<file path="src/rtl/conv_pkg.sv">
// conv_pkg: shared states, generator defaults and the code-pair function for conv_encoder
package conv_pkg;
  typedef enum logic [1:0] {IDLE = 2'd0, ENC = 2'd1, DONE = 2'd2} state_t;
  localparam int K = 3;
  localparam logic [2:0] G0_DEF = 3'b111;
  localparam logic [2:0] G1_DEF = 3'b101;
  // generator bit 2 taps u, bit 1 taps s1, bit 0 taps s2; result is {c0, c1}
  function automatic logic [1:0] enc_pair(input logic u, input logic s1, input logic s2,
                                          input logic [2:0] g0 = G0_DEF,
                                          input logic [2:0] g1 = G1_DEF);
    enc_pair = {(g0[2] & u) ^ (g0[1] & s1) ^ (g0[0] & s2),
                (g1[2] & u) ^ (g1[1] & s1) ^ (g1[0] & s2)};
  endfunction
endpackage

</file>
<file path="src/rtl/conv_encoder_if.sv">
// conv_encoder_if: start/message request and coded-result bundle of conv_encoder
interface conv_encoder_if #(parameter int MAX_BITS = 7);
  logic enable;
  logic [MAX_BITS-1:0] dstring;
  logic [2:0] size;
  logic [2*MAX_BITS-1:0] rstring;
  logic busy;
  logic done;
  modport master(output enable, dstring, size, input rstring, busy, done);
  modport slave(input enable, dstring, size, output rstring, busy, done);
endinterface

</file>
<file path="src/rtl/conv_enc_core.sv">
// conv_enc_core: K=3 shift register and combinational code pair for the current input bit
module conv_enc_core
  import conv_pkg::*;
#(
  parameter logic [2:0] G0 = G0_DEF,
  parameter logic [2:0] G1 = G1_DEF
) (
  input  logic       clk,
  input  logic       rst,
  input  logic       u,
  input  logic       shift,
  input  logic       clear,
  output logic [1:0] code
);
  logic s1, s2;
  assign code = enc_pair(u, s1, s2, G0, G1);
  always_ff @(posedge clk or negedge rst) begin
    if (!rst) begin
      s1 <= 1'b0;
      s2 <= 1'b0;
    end else if (clear) begin
      s1 <= 1'b0;
      s2 <= 1'b0;
    end else if (shift) begin
      s2 <= s1;
      s1 <= u;
    end
  end
endmodule

</file>
<file path="src/rtl/conv_encoder.sv">
// conv_encoder: bit-serial rate-1/2 K=3 convolutional encoder producing a 2*MAX_BITS coded string
module conv_encoder
  import conv_pkg::*;
#(
  parameter int         MAX_BITS = 7,
  parameter logic [2:0] G0 = G0_DEF,
  parameter logic [2:0] G1 = G1_DEF
) (
  input logic clk,
  input logic rst,
  conv_encoder_if.slave bus
);
  localparam int CW = (MAX_BITS > 1) ? $clog2(MAX_BITS) : 1;
  localparam logic [1:0] ST_IDLE = IDLE;
  localparam logic [1:0] ST_ENC = ENC;
  localparam logic [1:0] ST_DONE = DONE;
  logic [1:0] state;
  logic [CW-1:0] cnt;
  logic [MAX_BITS-1:0] msg;
  logic [2:0] sz, sz_in;
  logic [2*MAX_BITS-1:0] rstring;
  logic [1:0] code;
  logic start, last;
  assign sz_in = (int'(bus.size) > MAX_BITS) ? 3'(MAX_BITS) : bus.size;
  assign start = (state == ST_IDLE) && bus.enable;
  assign last = int'(cnt) == int'(sz) - 1;
  assign bus.rstring = rstring;
  assign bus.busy = state != ST_IDLE;
  assign bus.done = state == ST_DONE;
  conv_enc_core #(.G0(G0), .G1(G1)) core (
    .clk(clk),
    .rst(rst),
    .u(msg[cnt]),
    .shift(state == ST_ENC),
    .clear(start),
    .code(code)
  );
  always_ff @(posedge clk or negedge rst) begin
    if (!rst) begin
      state <= ST_IDLE;
      cnt <= '0;
      msg <= '0;
      sz <= '0;
      rstring <= '0;
    end else if (start) begin
      msg <= bus.dstring;
      sz <= sz_in;
      cnt <= '0;
      rstring <= '0;
      state <= (sz_in != 3'd0) ? ST_ENC : ST_DONE;
    end else if (state == ST_ENC) begin
      rstring[{cnt, 1'b0} +: 2] <= code;
      cnt <= cnt + 1'b1;
      state <= last ? ST_DONE : ST_ENC;
    end else if (state == ST_DONE) begin
      state <= ST_IDLE;
    end
  end
endmodule

</file>
<file path="src/flat_wrapper.sv">
// flat-port wrapper written by rule: the top's interface ports become plain ports
module conv_encoder_flat import conv_pkg::*;
#(
  parameter int         MAX_BITS = 7,
  parameter logic [2:0] G0 = G0_DEF,
  parameter logic [2:0] G1 = G1_DEF
)
  (clk, rst, bus_enable, bus_dstring, bus_size, bus_rstring, bus_busy, bus_done);
  conv_encoder_if #(.MAX_BITS(MAX_BITS)) bus_i ();
  input logic clk;
  input logic rst;
  input wire logic [$bits(bus_i.enable)-1:0] bus_enable;
  input wire logic [$bits(bus_i.dstring)-1:0] bus_dstring;
  input wire logic [$bits(bus_i.size)-1:0] bus_size;
  output wire logic [$bits(bus_i.rstring)-1:0] bus_rstring;
  output wire logic [$bits(bus_i.busy)-1:0] bus_busy;
  output wire logic [$bits(bus_i.done)-1:0] bus_done;
  assign bus_i.enable = bus_enable;
  assign bus_i.dstring = bus_dstring;
  assign bus_i.size = bus_size;
  assign bus_rstring = bus_i.rstring;
  assign bus_busy = bus_i.busy;
  assign bus_done = bus_i.done;
  conv_encoder #(.MAX_BITS(MAX_BITS), .G0(G0), .G1(G1)) u_core (.clk(clk), .rst(rst), .bus(bus_i));
endmodule
</file>
<file path="config.mk">
export PLATFORM = sky130hd
export DESIGN_NAME = conv_encoder_flat
export DESIGN_NICKNAME = d
export VERILOG_FILES = /design/src/rtl/conv_pkg.sv /design/src/rtl/conv_encoder_if.sv /design/src/rtl/conv_enc_core.sv /design/src/rtl/conv_encoder.sv /design/src/flat_wrapper.sv
export SDC_FILE = /design/constraint.sdc
export NUM_CORES = 1
export LEC_CHECK = 0
export ABC_AREA = 1
export CAP_MARGIN = 0
export CELL_PAD_IN_SITES_DETAIL_PLACEMENT = 2
export CELL_PAD_IN_SITES_GLOBAL_PLACEMENT = 2
export CORE_ASPECT_RATIO = 1.75
export CORE_MARGIN = 2
export CORE_UTILIZATION = 31
export CTS_CLUSTER_SIZE = 40
export DETAILED_ROUTE_END_ITERATION = 10
export PLACE_DENSITY = 0.81
export REMOVE_ABC_BUFFERS = 1
export SETUP_SLACK_MARGIN = 0.1
export SLEW_MARGIN = 20
export SYNTH_ARGS = -nofsm -noshare
export SYNTH_HDL_FRONTEND = slang
export SYNTH_SLANG_ARGS = --single-unit
</file>
<file path="constraint.sdc">
create_clock -name clk -period 2.6 [get_ports clk]
set_clock_uncertainty 0.15 [all_clocks]
set_input_delay 0.52 -clock clk [delete_from_list [all_inputs] [get_ports clk]]
set_output_delay 0.52 -clock clk [all_outputs]
set_load 0.01 [all_outputs]
</file>
-- Word level (Yosys, flattened, before mapping)
Cells that the tools add are included.
- output and inout bits: 16
- flip-flop bits (word level): 31
- input port bits: 13
- logic and storage cells: 41
- $add $sub $neg: 3
- eq/ne operators: 3
- bitwise gates (word level): 3
- shift-type cells: 2
- order comparisons: 1
- reductions and logical operators: 6
- mux-type cells: 16
- operators with widths (kind ; number):
    4-bit by 32-bit == test with 1-bit output ; 1
    14-bit 2-to-1 mux ; 2
    14-bit bitwise mux ; 1
    2-bit by 6-bit variable shift with 14-bit output, first input constant ; 1
    2-bit by 6-bit variable part select with 14-bit output ; 1
    2-bit 2-to-1 mux ; 5
    3-bit 2-to-1 mux ; 2
    4-bit negator with 6-bit output ; 1
    3-bit nonzero test ; 2
    1-bit 2-to-1 mux ; 5
    3-bit by 4-bit < comparator with 1-bit output, second input constant ; 1
    2-bit nonzero test ; 2
    3-bit by 1-bit subtractor with 4-bit output, second input constant ; 1
    3-bit by 1-bit adder with 3-bit output, second input constant ; 1
    1-bit binary-select mux with 3-bit select ; 1
    1-bit XOR ; 3
    2-bit by 1-bit == test with 1-bit output, second input constant ; 1
    2-bit == test, second input constant ; 1
    2-bit logical NOT ; 1
    1-bit logical AND ; 1

-- Logic depth before layout (Yosys ltp)
Gate-level depths: netlist (run 1).
- depth in word-level cells: 8
- mapped depth: 11
- depth with buffers taken out: 10

-- Hierarchy
From an unflattened synthesis (run 1), not the netlist that was laid out.
- cell total of the unflattened synthesis: 217
- area, all modules: 1724.2 um2
- modules (own cells, without submodules) (module ; sequential area each (um2) ; times used ; cells an instance ; area each (um2)):
    conv_encoder ; 725.7 ; 1 ; 197 ; 1596.5
    conv_enc_core ; 50.0 ; 1 ; 20 ; 127.6

-- Least setup slack after synthesis (run 1)
OpenSTA, ideal clock, no wires.
- path type: register -> register
- from: register u_core.cnt[0]
- to: register u_core.rstring[6], in the netlist u_core.bus.rstring[6]
- arrival: 1631 ps
- clock period less this slack: 1912 ps
- library setup time: 131 ps
- required time: 2319 ps
- buffers on the path: 1
- setup slack: 688 ps
- stages on the path, launching flop included: 10
- cell sequence: dfrtp_1 buf_6 inv_8 ha_1 ha_1 inv_1 nor2_1 inv_1 o21ai_0 o21ai_0
- cells in the longest elaborated chain, start to end: 8
- elaborated cells between the ends (all ways): 11
- those cells by class: add/sub: 1; shift: 2; mux: 5; bitwise: 3
- ends and longest elaborated chain (what ; line ; RTL):
    from (decl) ; conv_encoder.sv:18 ; logic [CW-1:0] cnt;
    from (signal assigned) ; conv_encoder.sv:53 ; cnt <= cnt + 1'b1;
    1-bit binary-select mux with 3-bit select ; conv_encoder.sv:33 ; .u(msg[cnt]),
    1-bit 2-to-1 mux (implied by the code) ; conv_encoder.sv:33 ;
    1-bit XOR (2 in series) ; conv_pkg.sv:11 ; enc_pair = {(g0[2] & u) ^ (g0[1] & s1) ^ (g0[0] & s2),
    2-bit by 6-bit variable part select with 14-bit output ; conv_encoder.sv:52 ; rstring[{cnt, 1'b0} +: 2] <= code;
    14-bit bitwise mux * ; conv_encoder.sv:52 ;
    14-bit 2-to-1 mux * ; conv_encoder.sv:51 ; end else if (state == ST_ENC) begin
    14-bit 2-to-1 mux * ; conv_encoder.sv:45 ; end else if (start) begin
    to (signal, indexed assignment) ; conv_encoder.sv:52 ;
    to (decl) ; conv_encoder.sv:21 ; logic [2*MAX_BITS-1:0] rstring;
Mark *: on every way between the ends. The rest lies on a longest branch, timed or not. The select of a mux whose other input is x is not followed.
A chain may end at the register's enable or synchronous reset.

-- Worst setup path in the final report (run 1)
Same ends and word-level chain as after synthesis.

==> summary.md, run 1 <==
| Metric | Value |
|---|---|
| Hold crit path type | `reg2reg` |
| Slowest stage delay, CP | `0.46 ns` |
| Hold Buf Count CTS | `0` |
| Worst slew pin tran | `0.421 ns` |
| Yosys warnings | `0` |
| Via Count | `1,591` |
| Leading area contributor after synthesis | `dfrtp_1` |
| Initial antenna violation count | `0` |
| Commonest cells post-synth | `53 x nand2_1, 31 x dfrtp_1, 24 x inv_1` |
| PostCTS Resize Cnt | `0` |
| RR Endpoint | `u_core.bus.rstring[6]` |
| Post-DP HPWL | `3690 um` |
| Root Driver | `clkbuf_8` |
| Critical path data required time | `2.61 ns` |
| Top_reg_cell synth | `dfrtp_1` |
| Clock Sinks | `31` |
| Initial DRC Count | `33` |
| Synth async-reset ratio | `100%` |
| Worst rel slew slack | `71.9%` |
| CP max FO | `10` |
| DP Area | `2160 um2` |
| Number of global-route vias before repair | `1,800` |
| Reg2reg setup slack | `0.56 ns` |
| Cell variety after synth | `28` |
| # diodes | `0` |
| Sum Neg Setup Slack | `0 ns` |
| Chip height | `105 um` |
| Gp weighted congestion | `0.765` |
| Buffers on Ports | `28` |
| Yosys top cell area share | `43.2%` |
| PwrDens | `400 nW/um2` |
| Final Hold Vio Count | `0` |
| Syn_area_per_cell | `8.44 um2` |
| Worst setup margin | `0.555 ns` |
| Count leader, synth | `nand2_1` |
| CTS buffer count | `5` |
| Clk Latency, worst-skew pair | `0.30 ns` |
| Core Area | `5590 um2` |
| Tmin final | `2.04 ns` |
| Post-synthesis sequential area ratio | `43.2%` |
| Vias/cell | `4.93` |
| Outcome | `complete, no violations` |
| Largest cells by area after synthesis | `dfrtp_1 43%, nand2_1 11%, nand3_2 6.7%, inv_1 5.0%, ha_1 4.9%` |
| IO Pins | `29` |
| Crit-path slowest cell | `dfrtp_1` |
| Tot GR Track Use | `17.8%` |
| Data arrival, critical path | `2.06 ns` |
| Multi-input gate area | `856 um2` |
| Initial Utilization | `32.2%` |
| Pre-Repair DR Iteration Count | `4` |
| Post-Place Worst Slack | `0.446 ns` |
| Post-layout util | `40.1%` |
| First-pass GRT wire length | `8480 um` |
| Seq cells post-synth | `31` |
| Worst setup SP type | `register` |
| Unrepaired setup endpoints after global routing | `false` |
| Longest Clk Path Bufs | `2` |
| Setup Fix Bufs, Post-CTS | `0` |
| Fmax | `489 MHz` |
| CTS tree | `built` |
| Detail Route Antenna Nets | `0` |
| DIE AREA | `6440 um2` |
| Finished Cell Area | `2240 um2` |
| Leakage | `1.07 nW` |
| Count of final setup violators | `0` |
| Die X | `61.6 um` |
| Ratio of cells with drive above 1 in the final layout | `18.2%` |
| Largest net degree at the start of global routing | `32` |
| DRC | `0` |
| Worst-path clk slew | `0.07 ns` |
| Setup CP Type | `reg2reg` |
| Crit. End Element | `register` |
| Synth Cell Area | `1800 um2` |
| Register Area | `776 um2` |
| MaxCap Viol Count | `0` |
| Reg-to-Reg Start | `u_core.cnt[0]` |
| EDFF count, synth | `0` |
| Syn-to-layout area delta | `24.6%` |
| Total Wirelength | `4880 um` |
| Max IR drop VDD | `211 uV` |
| Worst reg2reg path depth | `8` |
| Post-synthesis cell count | `213` |
| Filler cell count | `681` |
| H-tree depth | `2` |
| Slew Viols, Final | `0` |
| Cells along the critical path | `inv_8, ha_1, ha_1, inv_1, nor2_1, inv_1, o21ai_0, o21ai_0` |
| Grt ovf | `0` |
| NumNets Final | `266` |
| CP startpoint | `u_core.cnt[0]` |
| Std cell rows | `36` |
| Critical Path Sink | `u_core.bus.rstring[6]` |
| Share of the clock period used by the worst path | `78.7%` |
| Detailed-route wire length per cell | `15.1 um` |
[worst min-delay path by stage]
stage | start | depth (start not counted) | end | slack [ns]
floorplan | rst | 0 | u_core.bus.rstring[0] | 0.07
global placement | u_core.bus.rstring[12] | 2 | u_core.bus.rstring[12] | 0.31
detailed placement | u_core.bus.rstring[10] | 2 | u_core.bus.rstring[10] | 0.32
CTS | u_core.bus.rstring[10] | 2 | u_core.bus.rstring[10] | 0.33
global route | u_core.bus.rstring[9] | 2 | u_core.bus.rstring[9] | 0.36
finish | u_core.bus.rstring[11] | 2 | u_core.bus.rstring[11] | 0.33
[state kept, by name (all words and copies together), names as in the netlist]
signal / cells
u_core.core.s1: 1
u_core.core.s2: 1
u_core.state: 2
u_core.sz: 3
u_core.bus.rstring: 14
u_core.msg: 7
u_core.cnt: 3
[critical path: cells and delay by family, from the launching register on]
kind / cells / cell delay, ns
AOI/OAI and AO/OA: 2 / 0.43
DFF: 1 / 0.46
buffers and inverters: 3 / 0.25
adders and majority gates: 2 / 0.49
and+or+nand+nor: 1 / 0.13
[per-stage QoR]
| stage | hold WS, ns | power (mW) | std cells |
|---|---|---|---|
| floorplan | 0.0744 | 0.492 | 207 |
| CTS | 0.333 | 0.904 | 323 |
| finish | 0.327 | 0.895 | 323 |
| global route | 0.362 | 0.928 | 323 |
| detailed placement | 0.316 | 0.523 | 315 |
| global placement | 0.314 | 0.522 | 315 |
[layout by cell type, fill, tap and decap left out]
| cell | n |
|---|---|
| nand2_1 | 53 |
| dfrtp_1 | 31 |
| clkdlybuf4s50_1 | 28 |
| inv_1 | 24 |
| nor2_1 | 15 |
| o21ai_0 | 12 |
| nand3_2 | 12 |
| nand3_1 | 8 |
| nand4_1 | 8 |
| ha_1 | 7 |
| inv_2 | 5 |
| nand2_2 | 5 |
| nand2_4 | 5 |
| clkbuf_8 | 5 |
| o22ai_1 | 4 |
| buf_4 | 4 |
| xnor2_1 | 2 |
| nor3_1 | 2 |
| o211ai_1 | 2 |
| nor2_2 | 2 |
| nor3_2 | 2 |
| o21ai_1 | 2 |
| clkbuf_1 | 2 |
| inv_8 | 1 |
| or2_2 | 1 |
| a21oi_1 | 1 |
| o2111ai_1 | 1 |
| nor3_4 | 1 |
| o21ai_2 | 1 |
| clkinv_2 | 1 |
[metal layers]
| layer | wire, um | GRT usage [%] | vias to the layer above |
|---|---|---|---|
| met3 | 134 | 3.96 | 9 |
| li1 | - | - | 751 |
| met4 | 119 | 7.75 | 0 |
| met5 | 0 | 0 | - |
| met1 | 1680 | 16.5 | 797 |
| met2 | 2940 | 33.8 | 34 |
[kinds of logic (layout without fill, tap and decap cells)]
family | count (synthesis) | after routing | share of synthesized area (%)
adders and majority gates | 7 | 7 | 4.87
buffers and inverters | 36 | 70 | 9.19
DFF | 31 | 31 | 43.2
AOI/OAI and AO/OA | 23 | 23 | 7.38
xor gates and xnor gates | 2 | 2 | 0.975
and+or+nand+nor | 114 | 114 | 34.4
[area by class of cell]
cell class	instances	share of cell area [%]
inverter	30	5.37
clock inverter	1	0.224
multi-input combinational	146	38.2
timing repair buffer	32	13.9
sequential	31	34.7
clock buffer	7	3.41
tap	76	4.25
[power by group]
| group | switching, mW | leakage, nW | internal [mW] |
|---|---|---|---|
| Sequential | 0 | 0.282 | 0.482 |
| Clock | 0.195 | 0.0422 | 0.188 |
| Combinational | 0.0131 | 0.745 | 0.0168 |
| Total | 0.208 | 1.07 | 0.687 |
Power figures use the tool's default switching activity.
==> run 2, diff against run 1 <==
--- a/config.mk
+++ b/config.mk
@@ -11,10 +11,10 @@
 export CELL_PAD_IN_SITES_GLOBAL_PLACEMENT = 2
 export CORE_ASPECT_RATIO = 1.75
 export CORE_MARGIN = 2
-export CORE_UTILIZATION = 31
+export CORE_UTILIZATION = 28
 export CTS_CLUSTER_SIZE = 40
 export DETAILED_ROUTE_END_ITERATION = 10
-export PLACE_DENSITY = 0.81
+export PLACE_DENSITY = 0.77
 export REMOVE_ABC_BUFFERS = 1
 export SETUP_SLACK_MARGIN = 0.1
 export SLEW_MARGIN = 20
==> constraint.sdc (replaced) <==
create_clock -name clk -period 1.7 [get_ports clk]
set_clock_uncertainty 0.15 [all_clocks]
set_input_delay 0.34 -clock clk [delete_from_list [all_inputs] [get_ports clk]]
set_output_delay 0.34 -clock clk [all_outputs]
set_load 0.01 [all_outputs]
==> summary.md, run 2 (synthesis results as in run 1) <==
| Metric | Value |
|---|---|
| Outcome | `complete, but fails checks (was complete, no violations)` |
| Failing checks | `setup timing` |
| Clock Sinks | `31 (unchanged)` |
| Grt ovf | `0 (unchanged)` |
| Critical path data required time | `1.73 ns (was 2.61 ns)` |
| Commonest non-fill, non-tap cells in the layout | `49 x nand2_1, 30 x dfrtp_1, 17 x buf_4 (was 53 x nand2_1, 31 x dfrtp_1, 28 x clkdlybuf4s50_1)` |
| PwrDens | `542 nW/um2 (was 400 nW/um2)` |
| Tot GR Track Use | `16.4% (was 17.8%)` |
| Detail Route Antenna Nets | `0 (unchanged)` |
| Cells along the critical path | `inv_8, ha_4, ha_4, inv_2, nor2_4, inv_4, nor3_4, nor2_2, nand2_1, nand2_1 (was inv_8, ha_1, ha_1, inv_1, nor2_1, inv_1, o21ai_0, o21ai_0)` |
| First-pass GRT wire length | `8740 um (was 8480 um)` |
| Hold Buf Count CTS | `0 (unchanged)` |
| NumNets Final | `285 (was 266)` |
| Sum Neg Setup Slack | `-0.517 ns (was 0 ns)` |
| Longest Clk Path Bufs | `2 (unchanged)` |
| Initial Utilization | `29.1% (was 32.2%)` |
| Final Hold Vio Count | `0 (unchanged)` |
| Worst rel slew slack | `81.6% (was 71.9%)` |
| Slowest stage delay, CP | `0.43 ns (was 0.46 ns)` |
| DP Area | `2280 um2 (was 2160 um2)` |
| Initial antenna violation count | `0 (unchanged)` |
| Filler cell count | `717 (was 681)` |
| Die X | `64.6 um (was 61.6 um)` |
| Share of the clock period used by the worst path | `105% (was 78.7%)` |
| Post-DP HPWL | `3760 um (was 3690 um)` |
| DRT met1 WL | `1950 um (was 1680 um)` |
| Root Driver | `clkbuf_8 (unchanged)` |
| Hold crit path type | `in2async (was reg2reg)` |
| Largest Register | `u_core.bus.rstring (unchanged)` |
| Max layer used | `met4 (unchanged)` |
| # diodes | `0 (unchanged)` |
| Setup CP Type | `reg2reg (unchanged)` |
| IO Pins | `29 (unchanged)` |
| Finished Cell Area | `2530 um2 (was 2240 um2)` |
| Max IR drop VDD | `315 uV (was 211 uV)` |
| Slew Viols, Final | `0 (unchanged)` |
| Met3 Wirelength | `125 um (was 134 um)` |
| Vias/cell | `4.81 (was 4.93)` |
| Worst path bufs/invs | `3 (unchanged)` |
| H-tree depth | `2 (unchanged)` |
| Post-layout util | `41.0% (was 40.1%)` |
| Unrepaired setup endpoints after global routing | `true (was false)` |
| Worst-path clk slew | `0.07 ns (about the same)` |
| Count of final setup violators | `12 (was 0)` |
| Ratio of cells with drive above 1 in the final layout | `35.7% (was 18.2%)` |
| Chip height | `110 um (was 105 um)` |
| Reg2reg setup slack | `-0.09 ns (was 0.56 ns)` |
| CP max FO | `4 (was 10)` |
| Syn-to-layout area delta | `40.9% (was 24.6%)` |
| Largest registers | `u_core.bus.rstring x14, u_core.msg x7 (unchanged)` |
| CTS buffer count | `5 (unchanged)` |
| Tmin final | `1.79 ns (was 2.04 ns)` |
| Crit. End Element | `register (unchanged)` |
| Final cell count without fillers | `346 (was 323)` |
| Via Count | `1,663 (was 1,591)` |
| Delay-heaviest family, CP | `simple AND/OR/NAND/NOR gates (was adder cells)` |
| Worst setup SP type | `register (unchanged)` |
| Clk Latency, worst-skew pair | `0.30 ns (about the same)` |
| Commonest non-fill, non-tap cell in the layout | `nand2_1 (unchanged)` |
| Worst reg2reg path depth | `10 (was 8)` |
| Largest net degree at the start of global routing | `32 (unchanged)` |
| Buffers on Ports | `28 (unchanged)` |
| Total Wirelength | `5610 um (was 4880 um)` |
| Worst setup margin | `-0.0911 ns (was 0.555 ns)` |
| Reg-to-Reg Start | `u_core.cnt[0] (unchanged)` |
| RR Endpoint | `u_core.bus.rstring[5] (was u_core.bus.rstring[6])` |
| Core Area | `6180 um2 (was 5590 um2)` |
| MaxCap Viol Count | `0 (unchanged)` |
| Number of global-route vias before repair | `1,835 (was 1,800)` |
| Fmax | `558 MHz (was 489 MHz)` |
| Leakage | `1.14 nW (was 1.07 nW)` |
| DIE AREA | `7100 um2 (was 6440 um2)` |
| Worst slew pin tran | `0.275 ns (was 0.421 ns)` |
| CTS tree | `built (unchanged)` |
| Data arrival, critical path | `1.82 ns (was 2.06 ns)` |
| Std cell rows | `38 (was 36)` |
| Max reg flops | `14 (unchanged)` |
| Detailed-route wire length per cell | `16.2 um (was 15.1 um)` |
| Crit-path slowest cell | `dfrtp_2 (was dfrtp_1)` |
| Metal2 WL | `3430 um (was 2940 um)` |
| Initial DRC Count | `31 (was 33)` |
| Dpl cells | `332 (was 315)` |
| DRC | `0 (unchanged)` |
| Pre-Repair DR Iteration Count | `4 (unchanged)` |
| Gp weighted congestion | `0.729 (was 0.765)` |
run 2: changes by cell type in the layout (fill, tap and decap cells not counted), moves of 4 or more:
cell / delta
buf_4: +13
clkdlybuf4s50_1: -16
dlygate4sd2_1: +14
inv_1: -8
inv_2: +6
nand2_1: -4
nand2_2: +4
nor2_1: -9
nor2_2: +7
run 2: cell type report:
class | count | area (um2) | area share [%]
multi-input combinational | 146 | 961 | 37.9
clock buffer | 7 | 76.3 | 3.01
inverter | 30 | 125 | 4.94
tap | 80 | 100 | 3.95
sequential | 31 | 777 | 30.7
clock inverter | 1 | 5.00 | 0.198
timing repair buffer | 51 | 488 | 19.3
run 2: how the worst max path moves through the flow:
stage,slack (ns),endpoint,startpoint,depth (start not counted)
2_1_floorplan,-0.37,u_core.bus.rstring[6],u_core.cnt[0],8
3_3_place_gp,-0.13,u_core.bus.rstring[13],u_core.cnt[0],9
3_5_place_dp,-0.25,u_core.bus.rstring[6],u_core.cnt[0],8
4_1_cts,-0.05,u_core.bus.rstring[3],u_core.cnt[0],10
5_1_grt,-0.19,u_core.bus.rstring[3],u_core.cnt[0],10
6_report,-0.09,u_core.bus.rstring[5],u_core.cnt[0],10
run 2: repair_timing:
action                                  CTS  global route
resized for setup                        39            25
pin swaps                                 7             9
cloned                                    0             1
endpoints found under the setup margin   30            32
setup buffers                             3             2
run 2: power breakdown:
group	total, mW	internal (mW)	leakage [nW]	switching [mW]
clock network	0.586	0.287	0.0422	0.299
registers	0.737	0.737	0.281	0
logic	0.0500	0.0290	0.821	0.0210
total	1.37	1.05	1.14	0.320
run 2: worst reg2reg max path: stages, from the launching register on:
cell	delay [ns]
dfrtp_2	0.43
inv_8	0.04
ha_4	0.16
ha_4	0.27
inv_2	0.05
nor2_4	0.12
inv_4	0.07
nor3_4	0.18
nor2_2	0.08
nand2_1	0.08
nand2_1	0.05
run 2: through the flow:
stage	setup WS, ns	power [mW]	hold WS, ns
floorplan	-0.365	0.752	-0.106
global placement	-0.128	0.802	0.314
detailed placement	-0.247	0.803	0.324
CTS	-0.0535	1.39	0.263
global route	-0.186	1.43	0.274
finish	-0.0911	1.37	0.247
run 2: layer usage:
metal,up-vias,GRT usage (%)
li1,787,-
met1,847,15.1
met2,22,33.3
met3,7,3.45
met4,0,7.45
met5,-,0
==> run 3, diff against run 2 <==
--- a/config.mk
+++ b/config.mk
@@ -11,10 +11,10 @@
 export CELL_PAD_IN_SITES_GLOBAL_PLACEMENT = 2
 export CORE_ASPECT_RATIO = 1.75
 export CORE_MARGIN = 2
-export CORE_UTILIZATION = 28
+export CORE_UTILIZATION = 31
 export CTS_CLUSTER_SIZE = 40
 export DETAILED_ROUTE_END_ITERATION = 10
-export PLACE_DENSITY = 0.77
+export PLACE_DENSITY = 0.81
 export REMOVE_ABC_BUFFERS = 1
 export SETUP_SLACK_MARGIN = 0.1
 export SLEW_MARGIN = 20
==> constraint.sdc (replaced) <==
create_clock -name clk -period 1.9 [get_ports clk]
set_clock_uncertainty 0.15 [all_clocks]
set_input_delay 0.38 -clock clk [delete_from_list [all_inputs] [get_ports clk]]
set_output_delay 0.38 -clock clk [all_outputs]
set_load 0.1 [all_outputs]
==> summary.md, run 3 (synthesis results as in run 1) <==
| Metric | Value |
|---|---|
| Outcome | `complete, no violations (was complete, but fails checks)` |
| CTS tree | `built (unchanged)` |
| Largest registers | `u_core.bus.rstring x14, u_core.msg x7 (unchanged)` |
| CTS buffer count | `5 (unchanged)` |
| Longest Clk Path Bufs | `2 (unchanged)` |
| Commonest non-fill, non-tap cells in the layout | `52 x nand2_1, 29 x dfrtp_1, 19 x inv_1 (was 49 x nand2_1, 30 x dfrtp_1, 17 x buf_4)` |
| Clk Latency, worst-skew pair | `0.28 ns (was 0.30 ns)` |
| Delay-heaviest family, CP | `simple AND/OR/NAND/NOR gates (unchanged)` |
| Filler cell count | `650 (was 717)` |
| Leakage | `1.20 nW (was 1.14 nW)` |
| Sum Neg Setup Slack | `0 ns (was -0.517 ns)` |
| Worst-path clk slew | `0.07 ns (about the same)` |
| # diodes | `0 (unchanged)` |
| Dpl cells | `321 (was 332)` |
| Detail Route Antenna Nets | `0 (unchanged)` |
| PwrDens | `502 nW/um2 (was 542 nW/um2)` |
| Syn-to-layout area delta | `42.2% (was 40.9%)` |
| Tot GR Track Use | `19.6% (was 16.4%)` |
| Commonest non-fill, non-tap cell in the layout | `nand2_1 (unchanged)` |
| RR Endpoint | `u_core.bus.rstring[4] (was u_core.bus.rstring[5])` |
| CP max FO | `4 (unchanged)` |
| Crit-path slowest cell | `dfrtp_2 (unchanged)` |
| Worst reg2reg path depth | `10 (unchanged)` |
| Slowest stage delay, CP | `0.42 ns (was 0.43 ns)` |
| Ratio of cells with drive above 1 in the final layout | `34.3% (was 35.7%)` |
| Cells along the critical path | `inv_8, ha_4, ha_4, inv_4, nor2_4, inv_4, nor3_4, nor2_2, nand2_1, nand2_1 (was inv_8, ha_4, ha_4, inv_2, nor2_4, inv_4, nor3_4, nor2_2, nand2_1, nand2_1)` |
| Total Wirelength | `5510 um (was 5610 um)` |
| Hold crit path type | `in2async (unchanged)` |
| Largest net degree at the start of global routing | `32 (unchanged)` |
| Chip height | `105 um (was 110 um)` |
| WHS | `0.362 ns (was 0.247 ns)` |
| Fmax | `547 MHz (was 558 MHz)` |
| DP Area | `2360 um2 (was 2280 um2)` |
| Via Count | `1,593 (was 1,663)` |
| NumNets Final | `273 (was 285)` |
| IO Pins | `29 (unchanged)` |
| H-tree depth | `2 (unchanged)` |
| DRC | `0 (unchanged)` |
| First-pass GRT wire length | `9310 um (was 8740 um)` |
| Max IR drop VDD | `373 uV (was 315 uV)` |
| CP startpoint | `u_core.cnt[0] (unchanged)` |
| Finished Cell Area | `2550 um2 (was 2530 um2)` |
| Die X | `61.6 um (was 64.6 um)` |
| Post-DP HPWL | `3910 um (was 3760 um)` |
| Critical Path Sink | `u_core.bus.rstring[4] (was u_core.bus.rstring[5])` |
| Grt ovf | `0 (unchanged)` |
| Std cell rows | `36 (was 38)` |
| Critical path data required time | `1.93 ns (was 1.73 ns)` |
| Initial DRC Count | `41 (was 31)` |
| Largest Register | `u_core.bus.rstring (unchanged)` |
| Worst setup SP type | `register (unchanged)` |
| Final cell count without fillers | `330 (was 346)` |
| Reg-to-Reg Start | `u_core.cnt[0] (unchanged)` |
| Buffers on Ports | `28 (unchanged)` |
| Root Driver | `clkbuf_8 (unchanged)` |
| DIE AREA | `6440 um2 (was 7100 um2)` |
| Tmin final | `1.83 ns (was 1.79 ns)` |
| Unrepaired setup endpoints after global routing | `true (unchanged)` |
| Hold Buf Count CTS | `0 (unchanged)` |
| Vias/cell | `4.83 (was 4.81)` |
| Share of the clock period used by the worst path | `96.2% (was 105%)` |
| Worst path bufs/invs | `3 (unchanged)` |
| Pre-Repair DR Iteration Count | `4 (unchanged)` |
| Detailed-route wire length per cell | `16.7 um (was 16.2 um)` |
| Gp weighted congestion | `0.798 (was 0.729)` |
| Setup CP Type | `reg2reg (unchanged)` |
| Crit. End Element | `register (unchanged)` |
| Reg2reg setup slack | `0.07 ns (was -0.09 ns)` |
| Final Hold Vio Count | `0 (unchanged)` |
| Number of global-route vias before repair | `1,833 (was 1,835)` |
| Worst slew pin tran | `0.421 ns (was 0.275 ns)` |
| Initial antenna violation count | `0 (unchanged)` |
| Core Area | `5590 um2 (was 6180 um2)` |
| Clock Sinks | `31 (unchanged)` |
| Slew Viols, Final | `0 (unchanged)` |
| Worst rel slew slack | `71.9% (was 81.6%)` |
| Data arrival, critical path | `1.85 ns (was 1.82 ns)` |
| Post-layout util | `45.7% (was 41.0%)` |
| Initial Utilization | `32.2% (was 29.1%)` |
| Max reg flops | `14 (unchanged)` |
| Count of final setup violators | `0 (was 12)` |
| WP depth | `10 (unchanged)` |
| MaxCap Viol Count | `0 (unchanged)` |
[run 3: metal layers]
| layer | track usage (%) | wire [um] | vias up | share of wire, % |
|---|---|---|---|---|
| met2 | 36.7 | 3350 | 29 | 61 |
| met3 | 2.48 | 72 | 11 | 1.3 |
| met4 | 8.51 | 168 | 0 | 3.0 |
| met5 | 0 | 0 | - | 0 |
| li1 | - | - | 761 | - |
| met1 | 19.9 | 1920 | 792 | 35 |
[run 3: worst min path at each step]
stage / cells after the start / slack, ns / end
after detailed placement: 2 / 0.35 / u_core.msg[6]
after CTS: 2 / 0.37 / u_core.msg[6]
after floorplan: 0 / -0.07 / u_core.bus.rstring[0]
final: 2 / 0.36 / u_core.bus.rstring[13]
after global routing: 2 / 0.39 / u_core.msg[1]
after global placement: 2 / 0.34 / u_core.msg[6]
[run 3: where the power goes]
group / total (mW) / leakage (nW) / switching [mW] / internal (mW)
registers: 0.660 / 0.281 / 0 / 0.660
clock network: 0.581 / 0.0515 / 0.250 / 0.331
logic: 0.0411 / 0.870 / 0.0181 / 0.0231
[run 3: layout make-up]
cell class	instances	area, um2	area share [%]
Multi-Input combinational cell	146	931	36.4
Sequential cell	31	778	30.5
Timing Repair Buffer	39	523	20.5
Inverter	30	128	5.00
Clock buffer	8	100	3.92
Tap cell	76	95.1	3.72
[run 3: stage by stage]
stage | total power, mW | worst slack [ns]
floorplan | 0.673 | -0.298
global placement | 0.714 | 0.0481
detailed placement | 0.715 | -0.0747
CTS | 1.30 | 0.123
global route | 1.33 | -0.0112
finish | 1.28 | 0.0724
[run 3: what timing repair did]
action                                  CTS  global route
buffers inserted                          1             0
gates resized for setup                  17             8
pin swaps                                 6             7
endpoints found under the setup margin   14            16
